<file path="config.mk">
export PLATFORM = sky130hd
export DESIGN_NAME = mips_multicycle_control
export DESIGN_NICKNAME = d
export VERILOG_FILES = /design/src/rtl/mips_multicycle_control.sv
export SDC_FILE = /design/constraint.sdc
export NUM_CORES = 1
export LEC_CHECK = 0
export ABC_AREA = 1
export BUFFER_PORTS_ARGS = -buffer_cell sky130_fd_sc_hd__buf_2
export CAP_MARGIN = 20
export CORE_AREA = 8 8 45 47
export CTS_CLUSTER_DIAMETER = 80
export DETAILED_ROUTE_END_ITERATION = 10
export DIE_AREA = 0 0 53 55
export PLACE_DENSITY = 0.68
export SLEW_MARGIN = 40
export SYNTH_ARGS = -nofsm -noshare
export SYNTH_HDL_FRONTEND = slang
export SYNTH_SLANG_ARGS = --single-unit
</file>
<file path="constraint.sdc">
create_clock -name clock -period 2.75 [get_ports clock]
set_clock_uncertainty 0.05 [all_clocks]
set_input_delay 0.825 -clock clock [delete_from_list [all_inputs] [get_ports clock]]
set_output_delay 0.825 -clock clock [all_outputs]
set_load 0.1 [all_outputs]
</file>
<file path="src/rtl/mips_multicycle_control.sv">
// Multicycle MIPS control FSM (Moore). Sequences fetch, decode, execute,
// memory and writeback steps and drives all datapath selects/enables.
module mips_multicycle_control #(
  parameter logic [5:0] OP_RTYPE = 6'b000000,
  parameter logic [5:0] OP_LW    = 6'b100011,
  parameter logic [5:0] OP_SW    = 6'b101011,
  parameter logic [5:0] OP_BEQ   = 6'b000100,
  parameter logic [5:0] OP_ADDI  = 6'b001000,
  parameter logic [5:0] OP_J     = 6'b000010
) (
  input  logic       clock,
  input  logic       reset,
  input  logic [5:0] opcode,
  input  logic       alu_zero,
  output logic       pc_en,
  output logic       ir_write,
  output logic       i_or_d,
  output logic       mem_write,
  output logic       reg_write,
  output logic       reg_dst,
  output logic       mem_to_reg,
  output logic       alu_src_a,
  output logic [1:0] alu_src_b,
  output logic [1:0] alu_op,
  output logic [1:0] pc_src,
  output logic       instr_done,
  output logic       illegal_op,
  output logic [3:0] state
);

  typedef enum logic [3:0] {
    FETCH  = 4'd0,
    DECODE = 4'd1,
    MEMADR = 4'd2,
    MEMRD  = 4'd3,
    MEMWB  = 4'd4,
    MEMWR  = 4'd5,
    EXEC   = 4'd6,
    ALUWB  = 4'd7,
    BRANCH = 4'd8,
    ADDIEX = 4'd9,
    ADDIWB = 4'd10,
    JUMP   = 4'd11
  } state_t;

  state_t cur_state;
  state_t nxt_state;
  logic   bad_opcode;
  logic   illegal_q;
  logic   pc_write;
  logic   branch;

  // State register and sticky illegal-opcode flag
  always_ff @(posedge clock) begin
    if (reset) begin
      cur_state <= FETCH;
      illegal_q <= 1'b0;
    end else begin
      cur_state <= nxt_state;
      if (bad_opcode) illegal_q <= 1'b1;
    end
  end

  // Next-state selection; opcode is consulted in DECODE and again in MEMADR
  always_comb begin
    nxt_state  = FETCH;
    bad_opcode = 1'b0;
    case (cur_state)
      FETCH:  nxt_state = DECODE;
      DECODE: begin
        if (opcode == OP_LW || opcode == OP_SW) nxt_state = MEMADR;
        else if (opcode == OP_RTYPE)            nxt_state = EXEC;
        else if (opcode == OP_BEQ)              nxt_state = BRANCH;
        else if (opcode == OP_ADDI)             nxt_state = ADDIEX;
        else if (opcode == OP_J)                nxt_state = JUMP;
        else begin
          nxt_state  = FETCH;
          bad_opcode = 1'b1;
        end
      end
      MEMADR: nxt_state = (opcode == OP_LW) ? MEMRD : MEMWR;
      MEMRD:  nxt_state = MEMWB;
      EXEC:   nxt_state = ALUWB;
      ADDIEX: nxt_state = ADDIWB;
      default: nxt_state = FETCH;
    endcase
  end

  // Moore output decode; anything not set for a state stays 0
  always_comb begin
    pc_write   = 1'b0;
    branch     = 1'b0;
    ir_write   = 1'b0;
    i_or_d     = 1'b0;
    mem_write  = 1'b0;
    reg_write  = 1'b0;
    reg_dst    = 1'b0;
    mem_to_reg = 1'b0;
    alu_src_a  = 1'b0;
    alu_src_b  = 2'b00;
    alu_op     = 2'b00;
    pc_src     = 2'b00;
    instr_done = 1'b0;
    case (cur_state)
      FETCH: begin
        ir_write  = 1'b1;
        alu_src_b = 2'b01;
        pc_write  = 1'b1;
      end
      DECODE: alu_src_b = 2'b11;
      MEMADR: begin
        alu_src_a = 1'b1;
        alu_src_b = 2'b10;
      end
      MEMRD: i_or_d = 1'b1;
      MEMWB: begin
        mem_to_reg = 1'b1;
        reg_write  = 1'b1;
        instr_done = 1'b1;
      end
      MEMWR: begin
        i_or_d     = 1'b1;
        mem_write  = 1'b1;
        instr_done = 1'b1;
      end
      EXEC: begin
        alu_src_a = 1'b1;
        alu_op    = 2'b10;
      end
      ALUWB: begin
        reg_dst    = 1'b1;
        reg_write  = 1'b1;
        instr_done = 1'b1;
      end
      BRANCH: begin
        alu_src_a  = 1'b1;
        alu_op     = 2'b01;
        pc_src     = 2'b01;
        branch     = 1'b1;
        instr_done = 1'b1;
      end
      ADDIEX: begin
        alu_src_a = 1'b1;
        alu_src_b = 2'b10;
      end
      ADDIWB: begin
        reg_write  = 1'b1;
        instr_done = 1'b1;
      end
      JUMP: begin
        pc_src     = 2'b10;
        pc_write   = 1'b1;
        instr_done = 1'b1;
      end
      default: ;
    endcase
  end

  // Branch outcome is the only combinational path from an input to an output
  assign pc_en      = pc_write | (branch & alu_zero);
  assign illegal_op = illegal_q;
  assign state      = cur_state;

endmodule

</file>
* Word level (Yosys, flattened, before mapping)
Index checks and enable logic that the tools add are counted.
** Word-level totals
- Output and inout port bits :: 20
- ROM bits :: 0
- Bits in latches :: 0
- Memory bits (writable) :: 0
- Logic and storage cells :: 55
- Memories :: 0
- Register bits :: 5
- Bits of input ports :: 9
** Operators by class
- Shifts and indexed selects :: 0
- Add/subtract/negate cells :: 0
- Mux-type cells :: 26
- Bitwise operators :: 2
- Divide/modulo/power cells :: 0
- $mul :: 0
- Eq/ne operators :: 16
- Reductions and logical operators :: 9
- Magnitude comparators :: 0
** Operators by type and width (number)
- one-hot mux 4 bit (6 select lines) :: 1
- two-way mux 4 bit :: 5
- == test 4 x 3 -> 1 bit (second input constant) :: 4
- == test 4 bit (second input constant) :: 4
- two-way mux 1 bit :: 16
- == test 6 bit (second input constant) :: 2
- == test 4 x 2 -> 1 bit (second input constant) :: 2
- one-hot mux 2 bit (2 select lines) :: 2
- == test 6 x 2 -> 1 bit (second input constant) :: 1
- == test 6 x 3 -> 1 bit (second input constant) :: 1
- == test 6 x 4 -> 1 bit (second input constant) :: 1
- zero test 6 bit :: 1
- one-hot mux 2 bit (3 select lines) :: 1
- OR reduction 2 bit :: 3
- OR reduction 6 bit :: 1
- == test 4 x 1 -> 1 bit (second input constant) :: 1
- zero test 4 bit :: 1
- OR reduction 4 bit :: 1
- two-way mux 3 bit :: 1
- OR reduction 3 bit :: 1
- AND 1 bit :: 1
- logical OR 1 bit :: 1
- OR 1 bit :: 1

* Depth between registers and ports, before layout
Gate-level depths: netlist of the first run.
- Depth in word-level cells :: 7
- Gate-level depth with buffers :: 9
- Gate-level depth less buffers :: 9

* Worst setup path before layout of the first run
OpenSTA, ideal clock, no wires.
- Kind :: flip-flop to output port
- Start point :: reg cur_state[2] (netlist: state[2])
- End point :: out reg_write
- Cell stages (with the launch flop) :: 7
- Setup slack :: -1.960 ns
- Data arrival time :: 3.835 ns
- Buffers on the path :: 0
- Data required time :: 1.875 ns
- Cell sequence :: dfxtp_1 > inv_1 > nor2_1 > inv_1 > nor2_1 > nor2_1 > o21ai_0
** Between the ends
- Word-level cells in the longest chain between the ends :: 3
- Elaborated cells on any way between the ends :: 5
- Classes of those cells :: eq/ne (3); mux (1); reduce/logical (1)
** Ends and longest elaborated chain
- start, declared :: RTL line 46 : state_t cur_state;
- start signal, assigned :: RTL line 59 : cur_state <= nxt_state;
- == test 4 bit or == test 4 x 3 -> 1 bit (tied branches) :: RTL line 104 : case (cur_state)
- OR reduction 3 bit (no source line) (*)
- two-way mux 1 bit (*) :: RTL line 104
- end, declared :: RTL line 19 : output logic reg_write,
Every way passes the cells marked *; elsewhere a longest branch is shown, timed or not.

* Final worst setup path of the first run
Ends and elaborated chain as after synthesis.

==> results by group, run 1 <==
Layout
  – Diode count: 0
  – Post-layout net count: 132
  – Fillers: 150
  – Register area: 113 µm²
  – Syn-to-layout area delta: 58.4%
  – Area occupied by multi-input gates: 373 µm²
  – Fraction of layout cells with a size suffix above 1: 0.508

Timing
  – RSZ-0062 raised after global routing: false
  – Tcrit/Tclk final: 0.925
  – Final min period: 2540 ps
  – WHS: 446 ps
  – Final setup vio count: 0
  – Slew Viols, Final: 0
  – Slew margin rel.: 0.675
  – Final setup margin: 206 ps
  – Hold Vio Cnt, Final: 0
  – Slew @ Worst Pin: 492 ps
  – Max frequency: 393 MHz

Status
  – Status: complete, no violations

Power and ir drop
  – Int Power: 153 µW
  – Clk pwr share: 0.294
  – Peak supply drop: 0.000232 V
  – Flop pwr share: 0.267
  – Combinational power share: 0.439
  – Switching part of the total: 0.472
  – Leakage: 0.421 nW
  – P_sw: 137 µW
  – Pwr dens: 388 nW/µm²

Setup path
  – Startpoint type of the worst setup path: flop
  – Crit end category: primary output
  – CP Max Fanout: 5
  – Data required time of the worst path: 1880 ps
  – Arrival @ worst endpoint: 1670 ps
  – Worst Setup Path Type: flop to primary output

Floorplanning
  – Initial Util: 0.341
  – Std-Cell Rows: 14
  – Vert. Die Dim: 55 µm
  – Full die area: 2920 µm²
  – IO Count: 29
  – Core area: 1380 µm²
  – DIE WIDTH: 53 µm

Global routing
  – Vias in the first global route: 579
  – GRT met1 Usage: 0.111
  – Grt met3 use: 0.0160
  – GRT Max-Usage Layer: met2
  – Met2 GRT Util: 0.184
  – GRT Total Usage: 0.103
  – First-pass GRT wire length: 2300 µm
  – GR Overflow Total: 0
  – Largest net degree at the start of global routing: 8
  – Initial antenna violation count: 0

Logic synthesis
  – Yosys warns: 0
  – Yosys cell types: 15
  – Sequential-to-total area share from yosys stat: 0.212
  – Synth Net Count: 99
  – Flops & latches, synth: 5
  – Synthesized cell area: 472 µm²
  – Syn Inst Count: 90
  – Top cells by area, synth: dfxtp_1, nor2_1, nand2_1, nand3_1, inv_1
  – Top cell type's share of synthesized area: 0.212
  – Avg Inst Size Synth: 5.24 µm²
  – Synth area leader: dfxtp_1

Drt
  – Routed wire per std cell: 10.3 µm
  – Routed WL: 1430 µm
  – Iter 0 DRT Violations: 20
  – Number of nets with antenna violations after routing: 0
  – Vias per inst: 4.73
  – DR DRC count: 0
  – Routed vias: 653
  – DR pass1 iterations: 4

CTS
  – Post-CTS Setup Bufs: 0
  – CTS tree: built
  – H-tree depth: 1
  – Hold_buf cts: 0
  – Clock sink total: 5
  – Num CTS Buffers: 3
  – Longest Clk Path Bufs: 2
  – Root buffer cell: clkbuf_4
  – Gates resized, CTS repair: 0
  – Clk pin slew, worst setup/hold paths: 50 ps
  – Skew-Pair Late Insertion Delay: 240 ps

Place
  – Pre-CTS setup slack: 344 ps
  – Port Buffer Count: 28
  – HPWL after detailed placement: 1230 µm
  – GPL Wtd Cong: 0.815

Min path
  – Hold Crit Class: flop to flop

Flow run
  – Max cap viols: 0
-- metrics by stage --
| step | instances | util | cell area (µm²) | TNS, ps | power, mW |
|---|---|---|---|---|---|
| floorplan | 90 | - | 561 | -55.9 | 0.184 |
| global placement | 134 | 0.521 | 721 | 0 | 0.205 |
| detailed placement | 134 | 0.521 | 721 | 0 | 0.206 |
| CTS | 138 | 0.540 | 747 | 0 | 0.295 |
| global route | 138 | 0.540 | 747 | 0 | 0.305 |
| finish | 138 | 0.540 | 747 | 0 | 0.290 |
-- synth_stat cells (all sizes together) --
cell type and count:
a21oi 2, a211o 1, nand2 18, nand3 9, nand3b 2, o22ai 1, dfxtp 5, o21ai 3
nand4 1, nor2 27, inv 20, or3 1
-- cells in the final DEF (no fill, tap or decap) --
cell	synthesis	final
nand2_2	4	4
dfxtp_4	0	3
o21ai_4	0	1
clkbuf_4	0	3
dfxtp_2	0	1
nand4_1	1	1
o22ai_2	0	1
nor2_4	0	4
clkbuf_1	0	1
a211o_4	0	1
o21ai_2	0	2
inv_2	8	8
nand3b_1	2	2
buf_2	0	28
nand2_1	14	14
a21oi_1	2	2
or3_4	0	1
nor2_1	25	18
nor2_2	2	5
dfxtp_1	5	1
nand3_1	9	9
inv_1	12	12
-- worst max-delay path, stage by stage, from the launching register on --
cell and delay [ps]:
dfxtp_4 350, inv_1 50, nor2_1 150, inv_1 190, nor2_4 140, nor2_1 70, o21ai_4 50, buf_2 430
-- power groups by stage --
stage | combinational [mW] | clock (mW) | sequential, mW
2_1_floorplan | 0.0815 | 0 | 0.102
3_5_place_dp | 0.127 | 0 | 0.0787
6_report | 0.127 | 0.0851 | 0.0774
4_1_cts | 0.128 | 0.0900 | 0.0773
3_3_place_gp | 0.126 | 0 | 0.0785
5_1_grt | 0.135 | 0.0922 | 0.0779
-- final cells by class --
| cell class | count | share of cell area |
|---|---|---|
| clock buffers | 4 | 0.0352 |
| inverters | 20 | 0.101 |
| multi-input cells | 65 | 0.499 |
| flip-flops and latches | 5 | 0.151 |
| well taps | 16 | 0.0268 |
| repair buffers | 28 | 0.188 |
-- path summary, 6_finish.rpt --
| kind | start | end | slack, ps | cells after the start |
|---|---|---|---|---|
| max | state[2]$_SDFF_PP0_ | reg_write | 210 | 7 |
| min | illegal_op$_SDFFE_PP0P_ | illegal_op$_SDFFE_PP0P_ | 450 | 2 |
| max reg2reg | state[2]$_SDFF_PP0_ | illegal_op$_SDFFE_PP0P_ | 1560 | 7 |
| min reg2reg | illegal_op$_SDFFE_PP0P_ | illegal_op$_SDFFE_PP0P_ | 450 | 2 |
-- layer usage --
metal / vias to the layer above / part of all wire / wire length, µm
li1: 344 / - / -
met1: 284 / 0.41 / 586
met2: 23 / 0.49 / 703
met3: 2 / 0.092 / 131
met4: 0 / 0.0042 / 6
met5: - / 0 / 0
-- kinds of logic after synthesis --
logic type	synth area share
simple gates	0.544
compound gates	0.0849
buf+inv	0.159
flops	0.212
-- flip-flops by register name, indices dropped and copies added (netlist names) --
register,flops
illegal_op,1
state,4
(Power assumes the default switching activity.)
==> run 2, diff against run 1 <==
- CELL_PAD_IN_SITES_DETAIL_PLACEMENT: default -> 1
- CELL_PAD_IN_SITES_GLOBAL_PLACEMENT: default -> 1
- CORE_AREA: 8 8 45 47 -> default
- CORE_MARGIN: default -> 8
- CORE_UTILIZATION: default -> 26
- DIE_AREA: 0 0 53 55 -> default
- PLACE_DENSITY: 0.68 -> default
- PLACE_DENSITY_LB_ADDON: default -> 0.1
==> run 2 against run 1 <==
Effect of this change: sequential power about the same; cell count is 6.5% higher; sequential cell count unchanged; setup slack got worse by 32 ps; via count increased by 1.8%; global-route usage increased by 0.11 points.
==> results by group, run 2 (synthesized netlist as in run 1, its figures left out) <==
Setup path
  – CP max stage delay: 430 ps (about the same)
  – Critical path's top delay family: buffers and inverters (unchanged)
  – Critical Path Start: state[2]$_SDFF_PP0_ (unchanged)
  – CP Max Fanout: 5 (unchanged)
  – Slowest CP cell: buf_2 (unchanged)
  – Cell Chain, Critical Path: inv_1 -> nor2_1 -> inv_1 -> nor2_4 -> nor2_1 -> o21ai_4 -> buf_2 (unchanged)
  – Startpoint type of the worst setup path: flop (unchanged)
  – Crit end category: primary output (unchanged)
  – Critical path depth: 7 (unchanged)
  – Worst Setup Path Type: flop to primary output (unchanged)
  – Setup crit end: reg_write (unchanged)
  – R2R Setup Slk: 1510 ps (was 1560 ps)
  – Worst r2r src: state[2]$_SDFF_PP0_ (unchanged)
  – Data required time of the worst path: 1880 ps (about the same)
  – Reg2Reg Depth: 7 (unchanged)
  – RR Endpoint: illegal_op$_SDFFE_PP0P_ (unchanged)
  – Buf+Inv Stages, Crit Path: 3 (unchanged)
  – Arrival @ worst endpoint: 1700 ps (was 1670 ps)

Place
  – GPL Wtd Cong: 0.735 (was 0.815)
  – HPWL after detailed placement: 1510 µm (was 1230 µm)
  – Port Buffer Count: 28 (unchanged)
  – DP Cell Count: 143 (was 134)
  – Area after DPL: 732 µm² (was 721 µm²)

Layout
  – Syn-to-layout area delta: 60.7% (was 58.4%)
  – Design area: 758 µm² (was 747 µm²)
  – Area occupied by multi-input gates: 373 µm² (unchanged)
  – Post-layout net count: 132 (unchanged)
  – Fillers: 247 (was 150)
  – Max reg flops: 4 (unchanged)
  – Non-filler cells in the finished layout: 147 (was 138)
  – Leading cell type in the layout, fill and taps excluded: buf_2 (unchanged)
  – Diode count: 0 (unchanged)
  – Most frequent cells in the layout: buf_2, nor2_1, nand2_1 (unchanged)
  – Register area: 113 µm² (unchanged)
  – Fraction of layout cells with a size suffix above 1: 0.508 (unchanged)

Global routing
  – GRT Total Usage: 0.104 (was 0.103)
  – Largest net degree at the start of global routing: 8 (unchanged)
  – First-pass GRT wire length: 2840 µm (was 2300 µm)
  – Initial antenna violation count: 0 (unchanged)
  – GR Overflow Total: 0 (unchanged)
  – Vias in the first global route: 651 (was 579)

Floorplanning
  – IO Count: 29 (unchanged)
  – Std-Cell Rows: 15 (was 14)
  – Full die area: 3430 µm² (was 2920 µm²)
  – Vert. Die Dim: 58.6 µm (was 55 µm)
  – Core area: 1710 µm² (was 1380 µm²)
  – Initial Util: 0.276 (was 0.341)
  – DIE WIDTH: 58.6 µm (was 53 µm)

Timing
  – RSZ-0062 raised after global routing: false (unchanged)
  – Max frequency: 388 MHz (was 393 MHz)
  – Final setup vio count: 0 (unchanged)
  – Slew margin rel.: 0.673 (was 0.675)
  – Slew @ Worst Pin: 494 ps (was 492 ps)
  – Final min period: 2580 ps (was 2540 ps)
  – Hold Vio Cnt, Final: 0 (unchanged)
  – Setup TNS Final: 0 ps (unchanged)
  – Slew Viols, Final: 0 (unchanged)
  – Tcrit/Tclk final: 0.936 (was 0.925)

CTS
  – Longest Clk Path Bufs: 2 (unchanged)
  – Hold_buf cts: 0 (unchanged)
  – Root buffer cell: clkbuf_4 (unchanged)
  – CTS tree: built (unchanged)
  – Clock sink total: 5 (unchanged)
  – Num CTS Buffers: 3 (unchanged)
  – H-tree depth: 1 (unchanged)
  – Clk pin slew, worst setup/hold paths: 40 ps (was 50 ps)
  – Post-CTS Setup Bufs: 0 (unchanged)
  – Skew-Pair Late Insertion Delay: 240 ps (about the same)
  – Gates resized, CTS repair: 0 (unchanged)

Flow run
  – Max cap viols: 0 (unchanged)

Power and ir drop
  – Leakage: 0.421 nW (unchanged)
  – Pwr dens: 381 nW/µm² (was 388 nW/µm²)
  – Peak supply drop: 0.000234 V (was 0.000232 V)

Drt
  – Routed WL: 1730 µm (was 1430 µm)
  – Iter 0 DRT Violations: 3 (was 20)
  – Routed vias: 665 (was 653)
  – Number of nets with antenna violations after routing: 0 (unchanged)
  – DR DRC count: 0 (unchanged)
  – Vias per inst: 4.52 (was 4.73)
  – Routed wire per std cell: 11.8 µm (was 10.3 µm)
  – DR pass1 iterations: 4 (unchanged)

Min path
  – Hold Crit Class: flop to flop (unchanged)

Status
  – Status: complete, no violations (unchanged)
## run 2: cell counts in the layout (fill, tap and decap cells not counted)
Identical to the previous run, type by type.
## run 2: report_power, final
part	internal [mW]	switching, mW
Clock	0.0548	0.0283
Sequential	0.0739	0.00381
Combinational	0.0242	0.104
## run 2: layer usage
| metal | vias to the layer above | GRT usage | wire length, µm |
|---|---|---|---|
| li1 | 341 | - | - |
| met4 | 0 | 0.0307 | 0 |
| met3 | 0 | 0.0283 | 97 |
| met2 | 15 | 0.189 | 874 |
| met5 | - | 0 | 0 |
| met1 | 309 | 0.114 | 756 |
## run 2: area by class of cell
| class | count | share of cell area |
|---|---|---|
| timing repair buffer | 28 | 0.185 |
| tap | 25 | 0.0413 |
| multi-input combinational | 65 | 0.492 |
| sequential | 5 | 0.149 |
| clock buffer | 4 | 0.0347 |
| inverter | 20 | 0.0990 |
## run 2: how the worst min path moves through the flow
| stage | start | to | slack (ps) | cells past startpoint |
|---|---|---|---|---|
| 4_1_cts | illegal_op$_SDFFE_PP0P_ | illegal_op$_SDFFE_PP0P_ | 430 | 2 |
| 5_1_grt | illegal_op$_SDFFE_PP0P_ | illegal_op$_SDFFE_PP0P_ | 480 | 2 |
| 3_3_place_gp | illegal_op$_SDFFE_PP0P_ | illegal_op$_SDFFE_PP0P_ | 400 | 2 |
| 6_report | illegal_op$_SDFFE_PP0P_ | illegal_op$_SDFFE_PP0P_ | 430 | 2 |
| 3_5_place_dp | illegal_op$_SDFFE_PP0P_ | illegal_op$_SDFFE_PP0P_ | 410 | 2 |
| 2_1_floorplan | state[3]$_SDFF_PP0_ | state[3]$_SDFF_PP0_ | 670 | 4 |
## run 2: worst register-to-register path, cell delays in order, from the launching register on
cell and delay (ps):
dfxtp_4 340, inv_1 70, nand2_1 130, nor2_2 230
nand3_1 100, nor2_1 130, nor2_1 50, nor2_1 70
## run 2: metrics by stage
step,setup slack (ps),total power [mW],hold slack [ps],util
floorplan,-55.9,0.184,674,-
global placement,347,0.206,403,0.429
detailed placement,345,0.208,415,0.429
CTS,147,0.297,432,0.444
global route,103,0.306,477,0.444
finish,175,0.289,434,0.444
==> run 3, diff against run 2 <==
- RECOVER_POWER: default -> 25
==> run 3 against run 2 <==
Effect of this change: non-clock buffer count unchanged; sequential cell count unchanged; setup slack got worse by 1.1 ps; design area is 0.33% lower; register-to-register slack about the same; maximum frequency hardly changed; critical path depth is the same; clock power is 0.5% higher; critical path type unchanged.
==> results by group, run 3 (synthesized netlist as in run 1, its figures left out) <==
Timing
  – Setup TNS Final: 0 ps (unchanged)
  – Hold Vio Cnt, Final: 0 (unchanged)
  – Slew margin rel.: 0.228 (was 0.673)
  – Slew Viols, Final: 0 (unchanged)
  – Final setup vio count: 0 (unchanged)
  – Slew @ Worst Pin: 1160 ps (was 494 ps)
  – Tcrit/Tclk final: 0.937 (was 0.936)
  – Max frequency: 388 MHz (about the same)
  – RSZ-0062 raised after global routing: false (unchanged)
  – Final setup margin: 174 ps (was 175 ps)
  – Final min period: 2580 ps (about the same)

Drt
  – Number of nets with antenna violations after routing: 0 (unchanged)
  – Vias per inst: 4.52 (unchanged)
  – DR DRC count: 0 (unchanged)
  – Routed vias: 665 (unchanged)
  – Routed WL: 1730 µm (about the same)
  – Routed wire per std cell: 11.8 µm (about the same)
  – Iter 0 DRT Violations: 3 (unchanged)
  – DR pass1 iterations: 4 (unchanged)

Setup path
  – Data required time of the worst path: 1880 ps (about the same)
  – Critical Path Start: state[2]$_SDFF_PP0_ (unchanged)
  – Crit end category: primary output (unchanged)
  – CP max stage delay: 430 ps (about the same)
  – R2R Setup Slk: 1510 ps (about the same)
  – Worst Setup Path Type: flop to primary output (unchanged)
  – Cell Chain, Critical Path: inv_1 -> nor2_1 -> inv_1 -> nor2_4 -> nor2_1 -> o21ai_4 -> buf_2 (unchanged)
  – Buf+Inv Stages, Crit Path: 3 (unchanged)
  – Worst r2r src: state[2]$_SDFF_PP0_ (unchanged)
  – Startpoint type of the worst setup path: flop (unchanged)
  – CP Max Fanout: 5 (unchanged)
  – Arrival @ worst endpoint: 1700 ps (about the same)
  – Critical path's top delay family: buffers and inverters (unchanged)
  – Slowest CP cell: buf_2 (unchanged)

Global routing
  – GR Overflow Total: 0 (unchanged)
  – GRT Total Usage: 0.104 (unchanged)
  – Vias in the first global route: 651 (unchanged)
  – Largest net degree at the start of global routing: 8 (unchanged)
  – First-pass GRT wire length: 2840 µm (unchanged)
  – Initial antenna violation count: 0 (unchanged)

Place
  – Port Buffer Count: 28 (unchanged)
  – Pre-CTS setup slack: 345 ps (unchanged)
  – GPL Wtd Cong: 0.735 (unchanged)
  – Area after DPL: 732 µm² (unchanged)
  – HPWL after detailed placement: 1510 µm (unchanged)
  – DP Cell Count: 143 (unchanged)

CTS
  – Num CTS Buffers: 3 (unchanged)
  – CTS tree: built (unchanged)
  – Longest Clk Path Bufs: 2 (unchanged)
  – Gates resized, CTS repair: 0 (unchanged)
  – Clk pin slew, worst setup/hold paths: 40 ps (about the same)
  – Clock sink total: 5 (unchanged)
  – H-tree depth: 1 (unchanged)
  – Root buffer cell: clkbuf_4 (unchanged)
  – Post-CTS Setup Bufs: 0 (unchanged)
  – Hold_buf cts: 0 (unchanged)
  – Skew-Pair Late Insertion Delay: 240 ps (about the same)

Floorplanning
  – Initial Util: 0.276 (unchanged)
  – Full die area: 3430 µm² (unchanged)
  – DIE WIDTH: 58.6 µm (unchanged)
  – IO Count: 29 (unchanged)
  – Core area: 1710 µm² (unchanged)
  – Vert. Die Dim: 58.6 µm (unchanged)
  – Std-Cell Rows: 15 (unchanged)

Min path
  – Hold_sp: illegal_op$_SDFFE_PP0P_ (unchanged)
  – Hold Crit Class: flop to flop (unchanged)

Layout
  – Max reg flops: 4 (unchanged)
  – Most frequent cells in the layout: buf_2, nor2_1, nand2_1 (unchanged)
  – Non-filler cells in the finished layout: 147 (unchanged)
  – Leading cell type in the layout, fill and taps excluded: buf_2 (unchanged)
  – Post-layout net count: 132 (unchanged)
  – Diode count: 0 (unchanged)
  – Syn-to-layout area delta: 60.2% (was 60.7%)
  – Design area: 756 µm² (was 758 µm²)
  – Fraction of layout cells with a size suffix above 1: 0.492 (was 0.508)

Power and ir drop
  – Leakage: 0.414 nW (was 0.421 nW)
  – Peak supply drop: 0.000236 V (was 0.000234 V)
  – Pwr dens: 383 nW/µm² (was 381 nW/µm²)

Status
  – Status: complete, no violations (unchanged)

Flow run
  – Max cap viols: 0 (unchanged)
## run 3: cell count changes in the layout (fill, tap and decap cells not counted)
cell and delta:
clkbuf_1 +2, buf_2 -2
## run 3: routing by layer
layer | vias up | global-route usage | share of wire
li1 | 341 | - | -
met2 | 15 | 0.189 | 0.51
met4 | 0 | 0.0307 | 0
met3 | 0 | 0.0283 | 0.056
met5 | - | 0 | 0
met1 | 309 | 0.114 | 0.44
## run 3: worst paths after layout
check | end | depth (start not counted)
max | reg_write | 7
min | illegal_op$_SDFFE_PP0P_ | 2
max reg2reg | illegal_op$_SDFFE_PP0P_ | 7
min reg2reg | illegal_op$_SDFFE_PP0P_ | 2
## run 3: metrics by stage
stage                     utilization  power (mW)  hold WS, ps
after floorplan                     -       0.184          674
after global placement          0.429       0.206          403
after detailed placement        0.429       0.208          415
after CTS                       0.444       0.297          432
after global routing            0.442       0.306          477
final                           0.442       0.289          434
## run 3: where the power goes
group          internal, mW  switching (mW)
clock                0.0548          0.0287
sequential           0.0739         0.00381
combinational        0.0239           0.104
## run 3: worst reg2reg max path: stages, from the launching register on
cell and delay [ps]:
dfxtp_4 340, inv_1 70, nand2_1 130, nor2_2 230
nand3_1 100, nor2_1 130, nor2_1 50, nor2_1 70
## run 3: cell type report
cell class              instances  area, µm²
clock buffers                   4       26.3
repair buffers                 28        138
multi-input cells              65        373
inverters                      20       75.1
well taps                      25       31.3
fillers                       247        952
flip-flops and latches          5        113
